$ cat config.mk
export PLATFORM = sky130hd
export DESIGN_NAME = rkv_req_target
export DESIGN_NICKNAME = d
export VERILOG_FILES = /design/src/rtl/rkv_tgt_pkg.sv /design/src/rtl/rkv_tgt_regfile.sv /design/src/rtl/rkv_req_target.sv
export SDC_FILE = /design/constraint.sdc
export NUM_CORES = 1
export LEC_CHECK = 0
export ABC_AREA = 1
export CORE_MARGIN = 2
export CORE_UTILIZATION = 60
export CTS_CLUSTER_SIZE = 12
export DETAILED_ROUTE_END_ITERATION = 7
export PLACE_DENSITY = 0.79
export SLEW_MARGIN = 20
export SYNTH_ARGS = -nofsm -noshare
export SYNTH_HDL_FRONTEND = slang
export SYNTH_SLANG_ARGS = --single-unit
$ cat constraint.sdc
create_clock -name clk -period 2.2 [get_ports clk]
set_input_delay 0.55 -clock clk [delete_from_list [all_inputs] [get_ports clk]]
set_output_delay 0.55 -clock clk [all_outputs]
set_load 0.01 [all_outputs]
$ cat src/rtl/rkv_tgt_pkg.sv
// Shared types and constants for the rkv request/grant target.
package rkv_tgt_pkg;

  localparam int unsigned DATA_W      = 8;
  localparam int unsigned ADDR_W      = 8;
  localparam int unsigned IDX_FIELD_W = 7;
  localparam int unsigned ADDR_WR_BIT = 7;
  localparam int unsigned CNT_W       = 4;
  localparam logic [DATA_W-1:0] ERR_DATA = 8'hFF;
  localparam logic [DATA_W-1:0] ERR_CNT_MAX = 8'hFF;

  typedef enum logic [1:0] {
    IDLE,
    WAIT,
    GRANT,
    RELEASE
  } rkv_tgt_state_e;

  // Transaction captured at the acceptance edge.
  typedef struct packed {
    logic                   wr;
    logic [IDX_FIELD_W-1:0] idx;
    logic [DATA_W-1:0]      data;
  } rkv_tgt_req_t;

  // Any index bit at or above the storage index width marks an out-of-range access.
  function automatic logic idx_bad(input logic [IDX_FIELD_W-1:0] idx, input int unsigned idx_w);
    return (idx >> idx_w) != IDX_FIELD_W'(0);
  endfunction

endpackage

$ cat src/rtl/rkv_tgt_regfile.sv
// DEPTH x DATA_W register file: synchronous write, combinational read, synchronous clear.
module rkv_tgt_regfile
  import rkv_tgt_pkg::*;
#(
  parameter int unsigned DEPTH = 16,
  parameter int unsigned IDX_W = $clog2(DEPTH)
) (
  input  logic              clk,
  input  logic              rst,
  input  logic              we,
  input  logic [IDX_W-1:0]  addr,
  input  logic [DATA_W-1:0] wdata,
  output logic [DATA_W-1:0] rdata_c
);

  logic [DATA_W-1:0] mem [DEPTH];

  always_ff @(posedge clk) begin
    if (rst) begin
      for (int unsigned i = 0; i < DEPTH; i++) begin
        mem[i] <= '0;
      end
    end else if (we) begin
      mem[addr] <= wdata;
    end
  end

  assign rdata_c = mem[addr];

endmodule

$ cat src/rtl/rkv_req_target.sv
// Request/grant bus target with fixed wait states and a local register file.
// Optional saturating error counter enabled by RKV_TGT_ERR_CNT_EN.
module rkv_req_target
  import rkv_tgt_pkg::*;
#(
  parameter int unsigned WAIT_CYCLES = 2,
  parameter int unsigned DEPTH       = 16
) (
  input  logic              clk,
  input  logic              rst,
  input  logic              req,
  input  logic [ADDR_W-1:0] addr,
  input  logic [DATA_W-1:0] data_in,
  output logic              grt,
  output logic [DATA_W-1:0] data_out,
  output logic              data_oe,
  output logic              busy,
  output logic              err
`ifdef RKV_TGT_ERR_CNT_EN
  ,
  output logic [DATA_W-1:0] err_cnt
`endif
);

  localparam int unsigned IDX_W = $clog2(DEPTH);

  rkv_tgt_state_e    state;
  logic [CNT_W-1:0]  cnt;
  rkv_tgt_req_t      cap;
  logic              bad_c;
  logic              we_c;
  logic [DATA_W-1:0] rdata_c;

  assign bad_c = idx_bad(cap.idx, IDX_W);
  // Write commits on the edge that ends the GRANT state; bad addresses never reach storage.
  assign we_c  = (state == GRANT) && cap.wr && !bad_c;

  rkv_tgt_regfile #(
    .DEPTH (DEPTH),
    .IDX_W (IDX_W)
  ) u_regfile (
    .clk     (clk),
    .rst     (rst),
    .we      (we_c),
    .addr    (cap.idx[IDX_W-1:0]),
    .wdata   (cap.data),
    .rdata_c (rdata_c)
  );

  // Outputs are registered off the state being left, so grt lands one edge after GRANT is entered.
  always_ff @(posedge clk) begin
    if (rst) begin
      state    <= IDLE;
      cnt      <= '0;
      cap      <= '0;
      grt      <= 1'b0;
      data_out <= '0;
      data_oe  <= 1'b0;
      busy     <= 1'b0;
      err      <= 1'b0;
    end else begin
      grt      <= 1'b0;
      err      <= 1'b0;
      data_oe  <= 1'b0;
      data_out <= '0;
      case (state)
        IDLE: begin
          if (req) begin
            cap.wr   <= addr[ADDR_WR_BIT];
            cap.idx  <= addr[IDX_FIELD_W-1:0];
            cap.data <= data_in;
            busy     <= 1'b1;
            if (WAIT_CYCLES == 0) begin
              state <= GRANT;
            end else begin
              state <= WAIT;
              cnt   <= CNT_W'(WAIT_CYCLES - 1);
            end
          end
        end
        WAIT: begin
          if (!req) begin
            state <= IDLE;
            busy  <= 1'b0;
          end else if (cnt == '0) begin
            state <= GRANT;
          end else begin
            cnt <= cnt - CNT_W'(1);
          end
        end
        GRANT: begin
          grt   <= 1'b1;
          err   <= bad_c;
          state <= RELEASE;
          if (!cap.wr) begin
            data_oe  <= 1'b1;
            data_out <= bad_c ? ERR_DATA : rdata_c;
          end
        end
        RELEASE: begin
          if (!req) begin
            state <= IDLE;
            busy  <= 1'b0;
          end
        end
        default: begin
          state <= IDLE;
          busy  <= 1'b0;
        end
      endcase
    end
  end

`ifdef RKV_TGT_ERR_CNT_EN
  // Counts err pulses, sticking at full scale until reset.
  always_ff @(posedge clk) begin
    if (rst) begin
      err_cnt <= '0;
    end else if ((state == GRANT) && bad_c && (err_cnt != ERR_CNT_MAX)) begin
      err_cnt <= err_cnt + DATA_W'(1);
    end
  end
`endif

endmodule
==> flow_metrics.env, run 1 <==
export IMPL_yosys_register_bits=166
export IMPL_grt_pass1_vias=5198
export IMPL_p_leak_nw=3.29
export IMPL_hold_buffers=0
export IMPL_cts_buffers=17
export IMPL_rows=40
export IMPL_mostFrequentLayoutCells="nand2_1, nor2_1, edfxtp_1"
export IMPL_finalHoldViolCount=0
export IMPL_cts_htree_levels=4
export IMPL_drt_pass1_iterations=5
export IMPL_outcome="completed"
export IMPL_period_minus_slack_ps=2020
export IMPL_cp_required_ps=2580
export IMPL_mostFrequentLayoutCell="nand2_1"
export IMPL_hold_class="register to register"
export IMPL_clock_latency_ps=430
export IMPL_io_pins=31
export IMPL_wl_um=17200
export IMPL_fin_worst_skew_ps=8.18
export IMPL_fin_area_um2=8530
export IMPL_synthToLayoutAreaGrowth_pct=17.8
export IMPL_tritoncts="built"
export IMPL_dr_total_vias=5565
export IMPL_powerDensity_nw_per_um2=897
export IMPL_die_area_um2=13000
export IMPL_synth_area_top_cells="edfxtp_1, dfxtp_1, nand2_1"
export IMPL_setup_viol=0
export IMPL_yosysSeqAreaShare_pct=63.6
export IMPL_maxSlewHeadroom_pct=30.7
export IMPL_drtAntennaViolNets=0
export IMPL_yosys_warnings=0
export IMPL_cts_clk_slew_worst_paths_ps=60
export IMPL_finalNetCount=830
export IMPL_die_h_um=114
export IMPL_syn_area_um2=7240
export IMPL_worst_pin_slew_ps=1040
export IMPL_grt_total_usage_pct=28.3
export IMPL_yosys_area_top_type_share_pct=53.1
export IMPL_core_area_um2=11900
export IMPL_num_antenna_cells=0
export IMPL_dr_first_iter_drc_count=700
export IMPL_endpoint_kind="register"
export IMPL_viasPerCell=5.74
export IMPL_min_period_over_period_pct=91.7
export IMPL_start_util_pct=60.8
export IMPL_postCtsSetupBuffers=0
export IMPL_drc=0
export IMPL_port_buffer_count=30
export IMPL_hpwl_um=11400
export IMPL_synth_cell_types=26
export IMPL_die_w_um=114
export IMPL_wire_per_inst_um=17.8
export IMPL_fmax_mhz=496
export IMPL_worstSetupPathType="register to register"
export IMPL_synthCells=755
export IMPL_max_cap_viol_count=0
export IMPL_clock_path_buffers=2
export IMPL_grt_overflow=0
export IMPL_avgSynthCellArea_um2=9.59
export IMPL_slew_viol_final=0
export IMPL_cts_root_buf="clkbuf_16"
export IMPL_synth_top_area_cell="edfxtp_1"
export IMPL_drive_above_1_share_pct=11.5
export IMPL_antenna_found_initial=0
export IMPL_rsz0062_at_grt="false"
export IMPL_dp_cells=938
export IMPL_syn_nets=775
export IMPL_gp_congestion=0.874
export IMPL_cts_resized=0
export IMPL_crit_path_start_kind="register"
export IMPL_layout_cells_non_filler=970
export IMPL_place_area_um2=7960
export IMPL_clock_sinks=166
export IMPL_cp_max_fo=64
export IMPL_grt_max_degree=65
export IMPL_grt_pass1_wl_um=26800
export IMPL_cp_arrival_ps=2390
export IMPL_peakVddDrop_mv=0.832
[flip-flops by register name, summed over array words and instances (netlist names), named ones only]
| name | cells |
|---|---|
| data_oe | 1 |
| data_out | 8 |
| u_regfile.mem | 128 |
| busy | 1 |
| err | 1 |
| state | 1 |
| grt | 1 |
| cap | 16 |
| cnt | 4 |
[stage by stage]
step	hold WS, ps	util (%)	setup TNS [ps]	power (mW)	setup WS, ps
2_1_floorplan	439	-	0	4.34	335
3_3_place_gp	425	66.8	-6410	4.77	-75.6
3_5_place_dp	434	66.8	-15270	4.81	-157
4_1_cts	443	71.6	0	7.66	219
5_1_grt	461	71.6	0	7.93	54.9
6_report	442	71.6	0	7.66	183
[worst paths after layout]
kind | start | cells past startpoint | slack (ps) | endpoint
max | register | 9 | 180 | data_out[4]
min | cap[1] | 2 | 440 | cap[1]
max reg2reg | register | 9 | 180 | data_out[4]
min reg2reg | cap[1] | 2 | 440 | cap[1]
[synthesized netlist by cell type]
| cell type | count |
|---|---|
| nand4_1 | 2 |
| nor2_1 | 149 |
| nor2_2 | 4 |
| a211oi_1 | 1 |
| nor3_1 | 2 |
| buf_12 | 1 |
| nor3_4 | 1 |
| nand3_1 | 107 |
| dfxtp_1 | 38 |
| clkbuf_1 | 31 |
| buf_2 | 1 |
| clkinv_1 | 8 |
| edfxtp_1 | 128 |
| nand3_2 | 6 |
| buf_1 | 6 |
| inv_2 | 1 |
| nand3b_1 | 1 |
| buf_6 | 1 |
| inv_1 | 28 |
| o21bai_1 | 1 |
| ha_1 | 1 |
| a21oi_1 | 15 |
| o21ai_0 | 18 |
| and3_1 | 1 |
| nand2_1 | 193 |
| nand3_4 | 10 |
[cell type report]
cell class	count	area (µm²)
clock buffer	20	437
clock inverter	12	136
fill	836	3380
inverter	37	139
multi-input combinational	512	2320
sequential	166	4610
tap	147	184
timing repair buffer	76	708
[worst max-delay path, stage by stage, from the launching register on]
cell and delay (ps):
dfxtp_2 320, inv_2 740, nand2_1 220, nand3_1 180, nand3_1 120, nand2_1 110, nand2_1 50, nand3_1 90
nand2_1 70, inv_1 50
[where the power goes]
part | switching, mW | leakage, nW | internal, mW | total [mW]
sequential | 0.0785 | 1.63 | 3.52 | 3.60
clock | 1.13 | 0.276 | 1.76 | 2.89
combinational | 0.809 | 1.38 | 0.362 | 1.17
total | 2.01 | 3.29 | 5.64 | 7.66
[metal layers]
metal / global-route usage, % / vias up / routed length, µm
met5: 0 / - / 0
met4: 11.8 / 0 / 438
met3: 5.69 / 41 / 1640
met2: 46.0 / 314 / 8340
met1: 37.5 / 2590 / 6820
li1: - / 2620 / -
[logic make-up (layout without fill, tap and decap cells)]
family / after synthesis / after routing / synth area share (%)
AO/OA/AOI/OAI: 35 / 35 / 2.49
adder cells (fa/ha/maj): 1 / 1 / 0.173
buffers and inverters: 77 / 145 / 4.34
flip-flops: 166 / 166 / 63.6
AND/OR/NAND/NOR: 476 / 476 / 29.4
Power figures use the tool's default switching activity.
==> run 2, diff against run 1 <==
Settings changed: GPL_TIMING_DRIVEN set to 0.
==> flow_metrics.env, run 2 (synthesized netlist as in run 1, its figures left out) <==
export IMPL_outcome="completed"
export IMPL_die_area_um2=13000
export IMPL_min_period_over_period_pct=99.2
export IMPL_setup_viol=0
export IMPL_crit_path_start_kind="primary input"
export IMPL_clock_path_buffers=2
export IMPL_start_util_pct=60.8
export IMPL_cp_max_fo=10
export IMPL_clock_sinks=166
export IMPL_die_w_um=114
export IMPL_cts_root_buf="clkbuf_16"
export IMPL_endpoint_kind="register"
export IMPL_seq_area_um2=4600
export IMPL_fillers=881
export IMPL_worst_pin_slew_ps=977
export IMPL_grt_max_degree=17
export IMPL_final_util_pct=70.4
export IMPL_pre_cts_slack_ps=-469
export IMPL_grt_pass1_wl_um=27200
export IMPL_setup_tns_ps=0
export IMPL_finalNetCount=826
export IMPL_cp_required_ps=2290
export IMPL_gp_congestion=0.976
export IMPL_dp_cells=932
export IMPL_maxSlewHeadroom_pct=34.8
export IMPL_period_minus_slack_ps=2180
export IMPL_regMostFlops="u_regfile.mem"
export IMPL_synthToLayoutAreaGrowth_pct=15.8
export IMPL_place_area_um2=7730
export IMPL_dr_total_vias=5563
export IMPL_fin_worst_skew_ps=12.0
export IMPL_grt_total_usage_pct=28.4
export IMPL_multi_input_area_um2=2330
export IMPL_fin_area_um2=8390
export IMPL_worstSetupPathType="primary input to register"
export IMPL_grt_pass1_vias=5368
export IMPL_fin_hold_ws_ps=480
export IMPL_fmax_mhz=458
export IMPL_drive_above_1_share_pct=7.45
export IMPL_cp_arrival_ps=2270
export IMPL_cts_clk_slew_worst_paths_ps=60
export IMPL_die_h_um=114
export IMPL_rsz0062_at_grt="true"
export IMPL_wl_um=17700
export IMPL_cts_htree_levels=4
export IMPL_io_pins=31
export IMPL_p_leak_nw=3.17
export IMPL_drc=0
export IMPL_rows=40
export IMPL_dr_first_iter_drc_count=603
export IMPL_mostFrequentLayoutCell="nand2_1"
export IMPL_p_total_mw=7.91
export IMPL_num_antenna_cells=0
export IMPL_finalHoldViolCount=0
export IMPL_powerDensity_nw_per_um2=943
export IMPL_mostFrequentLayoutCells="nand2_1, nor2_1, edfxtp_1"
export IMPL_peakVddDrop_mv=0.561
export IMPL_layout_cells_non_filler=966
export IMPL_worst_slack_ps=16.7
export IMPL_clock_latency_ps=430
export IMPL_antenna_found_initial=0
export IMPL_largest_reg_flops=128
export IMPL_cts_buffers=17
export IMPL_tritoncts="built"
export IMPL_hold_class="register to register"
export IMPL_port_buffer_count=30
export IMPL_wire_per_inst_um=18.3
export IMPL_max_cap_viol_count=0
export IMPL_drtAntennaViolNets=0
export IMPL_slew_viol_final=0
export IMPL_grt_overflow=0
export IMPL_hpwl_um=12200
export IMPL_drt_pass1_iterations=5
export IMPL_reg_top3="u_regfile.mem x128, cap x16, data_out x8"
export IMPL_core_area_um2=11900
export IMPL_viasPerCell=5.76
run 2: cell types whose count changed in the layout (fill, tap and decap cells not counted), moves of 2 or more:
cell | previous run | this run
buf_1 | 0 | 6
buf_12 | 5 | 1
buf_4 | 41 | 2
bufinv_16 | 3 | 5
clkbuf_1 | 3 | 30
clkinv_4 | 0 | 2
nand2_1 | 193 | 190
nand2_2 | 0 | 3
run 2: area by class of cell:
| class | instances | area share [%] |
|---|---|---|
| clock inverter | 15 | 2.51 |
| sequential | 166 | 54.9 |
| tap | 147 | 2.19 |
| multi-input combinational | 512 | 27.8 |
| buffer | 40 | 2.10 |
| inverter | 37 | 1.66 |
| timing repair buffer | 32 | 3.76 |
| clock buffer | 17 | 5.07 |
run 2: where the power goes:
group | internal, mW | total [mW] | switching (mW)
Clock | 2.00 | 3.19 | 1.19
Sequential | 3.52 | 3.59 | 0.0665
Combinational | 0.306 | 1.13 | 0.829
Total | 5.82 | 7.91 | 2.08
run 2: critical path, stage by stage:
cell and delay, ps:
clkdlybuf4s50_1 460, inv_1 220, clkbuf_1 620, nand2_1 420
run 2: what timing repair did:
| action | 4_1_cts | 5_1_grt |
|---|---|---|
| buffers inserted | 0 | 2 |
| resized for setup | 2 | 3 |
| setup endpoints to repair | 16 | 97 |
| pin swaps | 0 | 1 |
| hold buffers | 0 | 0 |
run 2: path summary, 6_finish.rpt:
check / from / end / slack (ps) / depth (start not counted)
hold / removal: cnt[1] / cnt[1] / 480 / 2
setup reg to reg: state[0] / u_regfile.mem[3][1] / 110 / 8
hold reg to reg: cnt[1] / cnt[1] / 480 / 2
setup / recovery: rst / u_regfile.mem[13][2] / 20 / 4
run 2: routing by layer:
metal | up-vias | part of all wire (%) | track usage [%]
met1 | 2595 | 38 | 35.9
li1 | 2613 | - | -
met5 | - | 0 | 0
met4 | 0 | 3.3 | 14.1
met3 | 40 | 9.3 | 6.64
met2 | 315 | 50 | 46.5
